$ cat config.mk
export PLATFORM = sky130hd
export DESIGN_NAME = bg_fetch_sequencer
export DESIGN_NICKNAME = d
export VERILOG_FILES = /design/src/rtl/ppu_pkg.sv /design/src/rtl/bg_addr_gen.sv /design/src/rtl/bg_fetch_sequencer.sv
export SDC_FILE = /design/constraint.sdc
export NUM_CORES = 1
export LEC_CHECK = 0
export CORE_MARGIN = 1
export CORE_UTILIZATION = 50
export DETAILED_ROUTE_END_ITERATION = 6
export GPL_ROUTABILITY_DRIVEN = 0
export PLACE_DENSITY = 0.86
export SLEW_MARGIN = 20
export SYNTH_ARGS = -nofsm -noshare
export SYNTH_HDL_FRONTEND = slang
export SYNTH_SLANG_ARGS = --single-unit
$ cat constraint.sdc
create_clock -name clk -period 1.7 [get_ports clk]
set_input_delay 0.17 -clock clk [delete_from_list [all_inputs] [get_ports clk]]
set_output_delay 0.17 -clock clk [all_outputs]
set_load 0.03 [all_outputs]
$ cat src/rtl/ppu_pkg.sv
// Shared PPU definitions: background fetch FSM states
// and the VRAM address-map constants.
package ppu_pkg;

  typedef enum logic [2:0] {
    S_IDLE,
    S_NT,
    S_AT,
    S_PL,
    S_PH,
    S_COMMIT
  } bg_state_e;

  localparam logic [13:0] NT_BASE              = 14'h2000;
  localparam logic [9:0]  AT_OFFSET            = 10'h3C0;
  localparam logic [3:0]  PATTERN_PLANE_OFFSET = 4'h8;

endpackage

$ cat src/rtl/bg_addr_gen.sv
// Combinational VRAM address and palette-shift generator
// for the background fetch sequencer.
module bg_addr_gen
  import ppu_pkg::*;
(
  input  bg_state_e   state_i,
  input  logic [1:0]  nt_i,
  input  logic [4:0]  cx_i,
  input  logic [4:0]  cy_i,
  input  logic [2:0]  fy_i,
  input  logic [7:0]  tile_i,
  input  logic        psel_i,
  output logic [13:0] addr_o,
  output logic [2:0]  pal_shift_o
);

  logic [13:0] nt_addr;
  logic [13:0] at_addr;
  logic [13:0] pl_addr;
  logic [13:0] ph_addr;

  assign nt_addr = NT_BASE
                 | {2'b0, nt_i, 10'b0}
                 | {4'b0, cy_i, 5'b0}
                 | {9'b0, cx_i};

  assign at_addr = NT_BASE
                 | {2'b0, nt_i, 10'b0}
                 | {4'b0, AT_OFFSET}
                 | {8'b0, cy_i[4:2], 3'b0}
                 | {11'b0, cx_i[4:2]};

  assign pl_addr = {1'b0, psel_i, tile_i, 1'b0, fy_i};
  assign ph_addr = pl_addr | {10'b0, PATTERN_PLANE_OFFSET};

  // 2-bit quadrant field inside the attribute byte
  assign pal_shift_o = {cy_i[1], cx_i[1], 1'b0};

  always_comb begin
    addr_o = '0;
    case (state_i)
      S_NT:    addr_o = nt_addr;
      S_AT:    addr_o = at_addr;
      S_PL:    addr_o = pl_addr;
      S_PH:    addr_o = ph_addr;
      default: addr_o = '0;
    endcase
  end

endmodule

$ cat src/rtl/bg_fetch_sequencer.sv
// Per-scanline background fetch controller: NT/AT/PL/PH
// reads per 8-pixel group, presented on a valid/ready reg.
module bg_fetch_sequencer
  import ppu_pkg::*;
#(
  parameter int GROUPS_PER_LINE = 32
) (
  input  logic        clk,
  input  logic        rst_n,
  input  logic        line_start,
  input  logic        bg_enable,
  input  logic        bg_pattern_sel,
  input  logic [1:0]  nt_sel,
  input  logic [4:0]  coarse_x,
  input  logic [4:0]  coarse_y,
  input  logic [2:0]  fine_y,
  output logic        mem_req,
  output logic [13:0] mem_addr,
  input  logic        mem_ack,
  input  logic [7:0]  mem_rdata,
  output logic [7:0]  background_pattern_low,
  output logic [7:0]  background_pattern_high,
  output logic [1:0]  bg_palette,
  output logic        grp_valid,
  input  logic        grp_ready,
  output logic        busy,
  output logic        line_done
);

  localparam logic [6:0] LAST_GRP = 7'(GROUPS_PER_LINE - 1);

  bg_state_e   state_q;
  logic [1:0]  nt_q;
  logic [4:0]  cx_q;
  logic [4:0]  cy_q;
  logic [2:0]  fy_q;
  logic        psel_q;
  logic [6:0]  grp_cnt_q;
  logic [7:0]  tile_q;
  logic [1:0]  pal_stg_q;
  logic [7:0]  pl_q;
  logic [7:0]  ph_q;
  logic [7:0]  lo_q;
  logic [7:0]  hi_q;
  logic [1:0]  pal_q;
  logic        valid_q;
  logic        busy_q;
  logic        done_q;

  logic [13:0] gen_addr;
  logic [2:0]  pal_shift;
  logic        load;

  bg_addr_gen u_addr_gen (
    .state_i     (state_q),
    .nt_i        (nt_q),
    .cx_i        (cx_q),
    .cy_i        (cy_q),
    .fy_i        (fy_q),
    .tile_i      (tile_q),
    .psel_i      (psel_q),
    .addr_o      (gen_addr),
    .pal_shift_o (pal_shift)
  );

  assign mem_req = (state_q == S_NT) || (state_q == S_AT) ||
                   (state_q == S_PL) || (state_q == S_PH);
  assign mem_addr = mem_req ? gen_addr : '0;
  assign load     = !valid_q || grp_ready;

  assign background_pattern_low  = lo_q;
  assign background_pattern_high = hi_q;
  assign bg_palette = pal_q;
  assign grp_valid  = valid_q;
  assign busy       = busy_q;
  assign line_done  = done_q;

  always_ff @(posedge clk or negedge rst_n) begin
    if (!rst_n) begin
      state_q   <= S_IDLE;
      nt_q      <= '0;
      cx_q      <= '0;
      cy_q      <= '0;
      fy_q      <= '0;
      psel_q    <= 1'b0;
      grp_cnt_q <= '0;
      tile_q    <= '0;
      pal_stg_q <= '0;
      pl_q      <= '0;
      ph_q      <= '0;
      lo_q      <= '0;
      hi_q      <= '0;
      pal_q     <= '0;
      valid_q   <= 1'b0;
      busy_q    <= 1'b0;
      done_q    <= 1'b0;
    end else begin
      done_q <= 1'b0;
      if (valid_q && grp_ready) valid_q <= 1'b0;
      case (state_q)
        S_IDLE: begin
          if (line_start && bg_enable) begin
            nt_q      <= nt_sel;
            cx_q      <= coarse_x;
            cy_q      <= coarse_y;
            fy_q      <= fine_y;
            psel_q    <= bg_pattern_sel;
            grp_cnt_q <= '0;
            busy_q    <= 1'b1;
            state_q   <= S_NT;
          end
        end
        S_NT: begin
          if (mem_ack) begin
            tile_q  <= mem_rdata;
            state_q <= S_AT;
          end
        end
        S_AT: begin
          if (mem_ack) begin
            pal_stg_q <= mem_rdata[pal_shift +: 2];
            state_q   <= S_PL;
          end
        end
        S_PL: begin
          if (mem_ack) begin
            pl_q    <= mem_rdata;
            state_q <= S_PH;
          end
        end
        S_PH: begin
          if (mem_ack) begin
            ph_q    <= mem_rdata;
            state_q <= S_COMMIT;
          end
        end
        S_COMMIT: begin
          if (load) begin
            lo_q      <= pl_q;
            hi_q      <= ph_q;
            pal_q     <= pal_stg_q;
            valid_q   <= 1'b1;
            grp_cnt_q <= grp_cnt_q + 7'd1;
            cx_q      <= cx_q + 5'd1;
            // horizontal nametable flip on column wrap
            if (&cx_q) nt_q[0] <= ~nt_q[0];
            if (grp_cnt_q == LAST_GRP) begin
              state_q <= S_IDLE;
              busy_q  <= 1'b0;
              done_q  <= 1'b1;
            end else begin
              state_q <= S_NT;
            end
          end
        end
        default: state_q <= S_IDLE;
      endcase
    end
  end

endmodule

==> results <==
- The average size of a mapped cell is approximately 11 um^2.
- The relative area change from synthesis to final layout is 49.0%.
- Counting I/O delays and the setup requirement, the final critical path takes about 2000 ps.
- The min-delay analysis places its worst path in the category input pin to asynchronous set/reset pin.
- The clock sink count is 73.
- The floorplan die height is 85.8 um.
- The destination of the worst register-to-register timing path is bg_palette[1].
- The number of clock buffers inserted by TritonCTS is 9.
- The first-pass GRT wire length is 16.0 mm.
- The post-detailed-placement cell area is around 4500 um^2.
- For this design the ratio of total power to cell area is a little over 2000 nW/um^2.
- The post-synthesis cell type count is 39.
- The quantity of I/O buffers inserted on ports is 65.
- The final-report hold violation count is 0.
- The run finished, with violations left.
- After filler insertion, the fill cell instance count of the layout stands at 367.
- The number of DRC violations after detailed-routing iteration 0 is 383.
- Counting flops with a built-in enable in the synthesized netlist gives 0.
- The number of inserted diodes is 0.
- The number of global-route vias before repair is 3144.
- The post-synthesis register bit count is 73.
- Measured in cells, the most critical reg-to-reg path has a length of 6.
- The number of synthesis warnings is 0.
- The ratio of routed vias to standard cells is 6.06.
- The proportion of synthesized flip-flops having asynchronous set or reset is between 90% and 100%.
- The tree is rooted in a sky130_fd_sc_hd__clkbuf_8.
- The clock latency of the later-clocked register in the worst-skew pair is ~360 ps.
- TritonCTS built the clock tree.
- At the pin with the least slew margin, the transition time is 595 ps.
- In the final layout, the share of cells above drive strength 1 is around two fifths.
- The worst hold slack is between 300 and 400 ps.
- The most used flip-flop cell after synthesis is sky130_fd_sc_hd__dfrtp_1.
- Leaving out fill and tap cells, the most frequent cell in the layout is sky130_fd_sc_hd__dfrtp_1.
- The H-tree generated during clock tree synthesis spans 3 levels.
- Setup violations remaining at the end of the flow were counted as 54.
- The post-placement worst setup slack is -54.0 ps.
- The maximum number of buffers from clock root to sink is 2.
- Setup repair after global routing could not meet its margin everywhere.
- The number of ports placed on the die boundary is between 60 and 70.
- The final reports fail on setup timing.
- For the worst setup path, the data arrival time is 1800 ps.
- The final routed wire length divided by cell count is approximately 22 um.
- The data required time at the worst endpoint is 1530 ps.
- The number of antenna violations at the first check in global routing is 0.
- The aggregate routed wire length is 11.6 mm.
- Measured along the x axis, the die boundary spans ~86 um.
- The DRC violation count after routing is 0.
- The worst register-to-register path begins at state_q[0].
- The global-route usage over all layers is 29.0%.
- The critical path launch point type is a flop.
- Across the run, the number of max-cap violations was 0.
- The initial core utilization is just over 50%.
- The analysis attributes to cell leakage a power of between 2 and 2.5 nW.
- Counting every net in the synthesized netlist gives 350.
- The maximum number of pins on one net before global-route repair is 25.
- Synthesis produced around 320 cells.
- The summed area of non-filler cells in the final layout is approximately 5200 um^2.
- The max-slew violation count is 0.
- Clock-pin slew was measured on the worst setup and hold paths at 80 ps.
- Between clock sinks in the finished design, the worst skew comes to 19.4 ps.
- The floorplan die area is about 7400 um^2.
- After global routing the overflow that remains totals 0.
- The share of the Yosys chip area taken by registers is 52.0%.
- The worst setup slack for register-to-register paths is -220 ps.
- The remaining number of nets flagged by the antenna check after routing is 0.
- In the layout the commonest cells are 69 x sky130_fd_sc_hd__dfrtp_1, 49 x sky130_fd_sc_hd__clkdlybuf4s50_1, 43 x sky130_fd_sc_hd__mux2_2, 43 x sky130_fd_sc_hd__nand2_1, 41 x sky130_fd_sc_hd__buf_4.
- Summing every instance area after synthesis gives ~3500 um^2.
- The number of search-and-repair iterations in the first detailed-routing pass is 5.
- After floorplanning, the core was sized to cover between 6000 and 7000 um^2.
- Of the available clock period, the critical path in the final layout requires 116%.
- The HPWL after detailed placement is between 6 and 7 mm.
- Along the worst path, the maximum fanout reaches 5.
- The sort of element at the end of the critical path is a primary output.
- Summing over every cut layer, the via total after detailed routing is between 3k and 4k.
- The worst-case setup margin in the final layout is -269 ps.
- The setup TNS after final layout is -7380 ps.
- The relative max-transition margin is between 60 and 70%.
- VDD sags by at most 1040 uV.
- The floorplan has 30 rows.
- Derived from the worst setup path, the maximum achievable clock frequency is 508 MHz.
- The classification of the worst setup path is flop to primary output.
- The final-stage net count is between 400 and 500.
-- logic make-up (layout without fill, tap and decap cells) --
logic type | Yosys count | after routing | share of synthesized area (%)
simple gates | 102 | 102 | 14.5
flops | 73 | 73 | 52.0
compound gates | 58 | 58 | 9.97
mux | 57 | 57 | 18.8
buf+inv | 21 | 133 | 2.96
fa+ha+maj | 3 | 3 | 1.07
xor+xnor | 3 | 3 | 0.748
-- power by group --
part | total, W | switching [W] | internal, W
Sequential | 0.00320 | 0.000728 | 0.00247
Clock | 0.00171 | 0.000731 | 0.000984
Combinational | 0.00577 | 0.00300 | 0.00277
-- stage by stage --
step           cells  util, %  power, W
6_report         525     77.1    0.0107
5_1_grt          525     77.1    0.0110
4_1_cts          518     72.6   0.00973
3_5_place_dp     495     66.6   0.00764
3_3_place_gp     495     66.6   0.00742
2_1_floorplan    317        -   0.00577
-- cell usage after synthesis, types with 5 or more instances --
master | number | area [um^2]
sky130_fd_sc_hd__o31ai_1 | 10 | 75.1
sky130_fd_sc_hd__a22oi_1 | 7 | 52.6
sky130_fd_sc_hd__clkbuf_1 | 6 | 22.5
sky130_fd_sc_hd__o21ai_0 | 22 | 110
sky130_fd_sc_hd__buf_2 | 13 | 65.1
sky130_fd_sc_hd__dfrtp_1 | 73 | 1830
sky130_fd_sc_hd__mux2_1 | 9 | 101
sky130_fd_sc_hd__mux2_2 | 43 | 484
sky130_fd_sc_hd__nand3_1 | 5 | 25.0
sky130_fd_sc_hd__a21oi_1 | 16 | 80.1
sky130_fd_sc_hd__nor2b_1 | 6 | 37.5
sky130_fd_sc_hd__nand2_1 | 51 | 191
sky130_fd_sc_hd__nor2_1 | 11 | 41.3
-- worst max path at each step --
stage / start / endpoint / slack, ps
floorplan: state_q[1] / mem_addr[9] / -60
global placement: grp_ready / background_pattern_low[5] / -20
detailed placement: grp_ready / grp_cnt_q[6] / -50
CTS: state_q[0] / mem_addr[6] / -190
global route: state_q[0] / mem_addr[2] / -280
finish: state_q[0] / mem_addr[2] / -270
-- per-layer routing --
metal	track usage [%]	vias up	share of wire (%)
li1	-	1345	-
met1	35.8	1566	39
met2	47.9	213	49
met3	6.16	57	7.6
met4	16.2	0	5.1
met5	0	-	0
-- critical path: stages (launching register included) --
cell	delay [ps]
sky130_fd_sc_hd__dfrtp_2	450
sky130_fd_sc_hd__buf_12	150
sky130_fd_sc_hd__nor2b_4	190
sky130_fd_sc_hd__buf_4	180
sky130_fd_sc_hd__a22oi_1	100
sky130_fd_sc_hd__o21ai_1	180
sky130_fd_sc_hd__buf_4	190
-- registers in the layout (all words and copies together), names as in the netlist --
name and cells:
background_pattern_high 8, background_pattern_low 8, ph_q 8, pl_q 8
tile_q 8, grp_cnt_q 7, cx_q 5, cy_q 5
fy_q 3, state_q 3, bg_palette 2, nt_q 2
pal_stg_q 2, busy 1, grp_valid 1, line_done 1
psel_q 1
-- cell type report --
| class | count | area (um^2) | share of cell area, % |
|---|---|---|---|
| clock buffer | 10 | 128 | 2.44 |
| timing repair buffer | 117 | 1220 | 23.4 |
| clock inverter | 6 | 115 | 2.20 |
| sequential | 73 | 1830 | 35.0 |
| tap | 96 | 120 | 2.29 |
| multi-input combinational | 223 | 1820 | 34.7 |
-- repair_timing --
item / 4_1_cts / 5_1_grt
endpoints found under the hold margin: 21 / 0
setup buffers: 5 / 2
resized for setup: 22 / 47
gates cloned: 2 / 5
hold buffers: 1 / 0
setup endpoints to repair: 23 / 65
pin swaps: 6 / 12
Note: power is estimated with default switching activity, not from simulation.
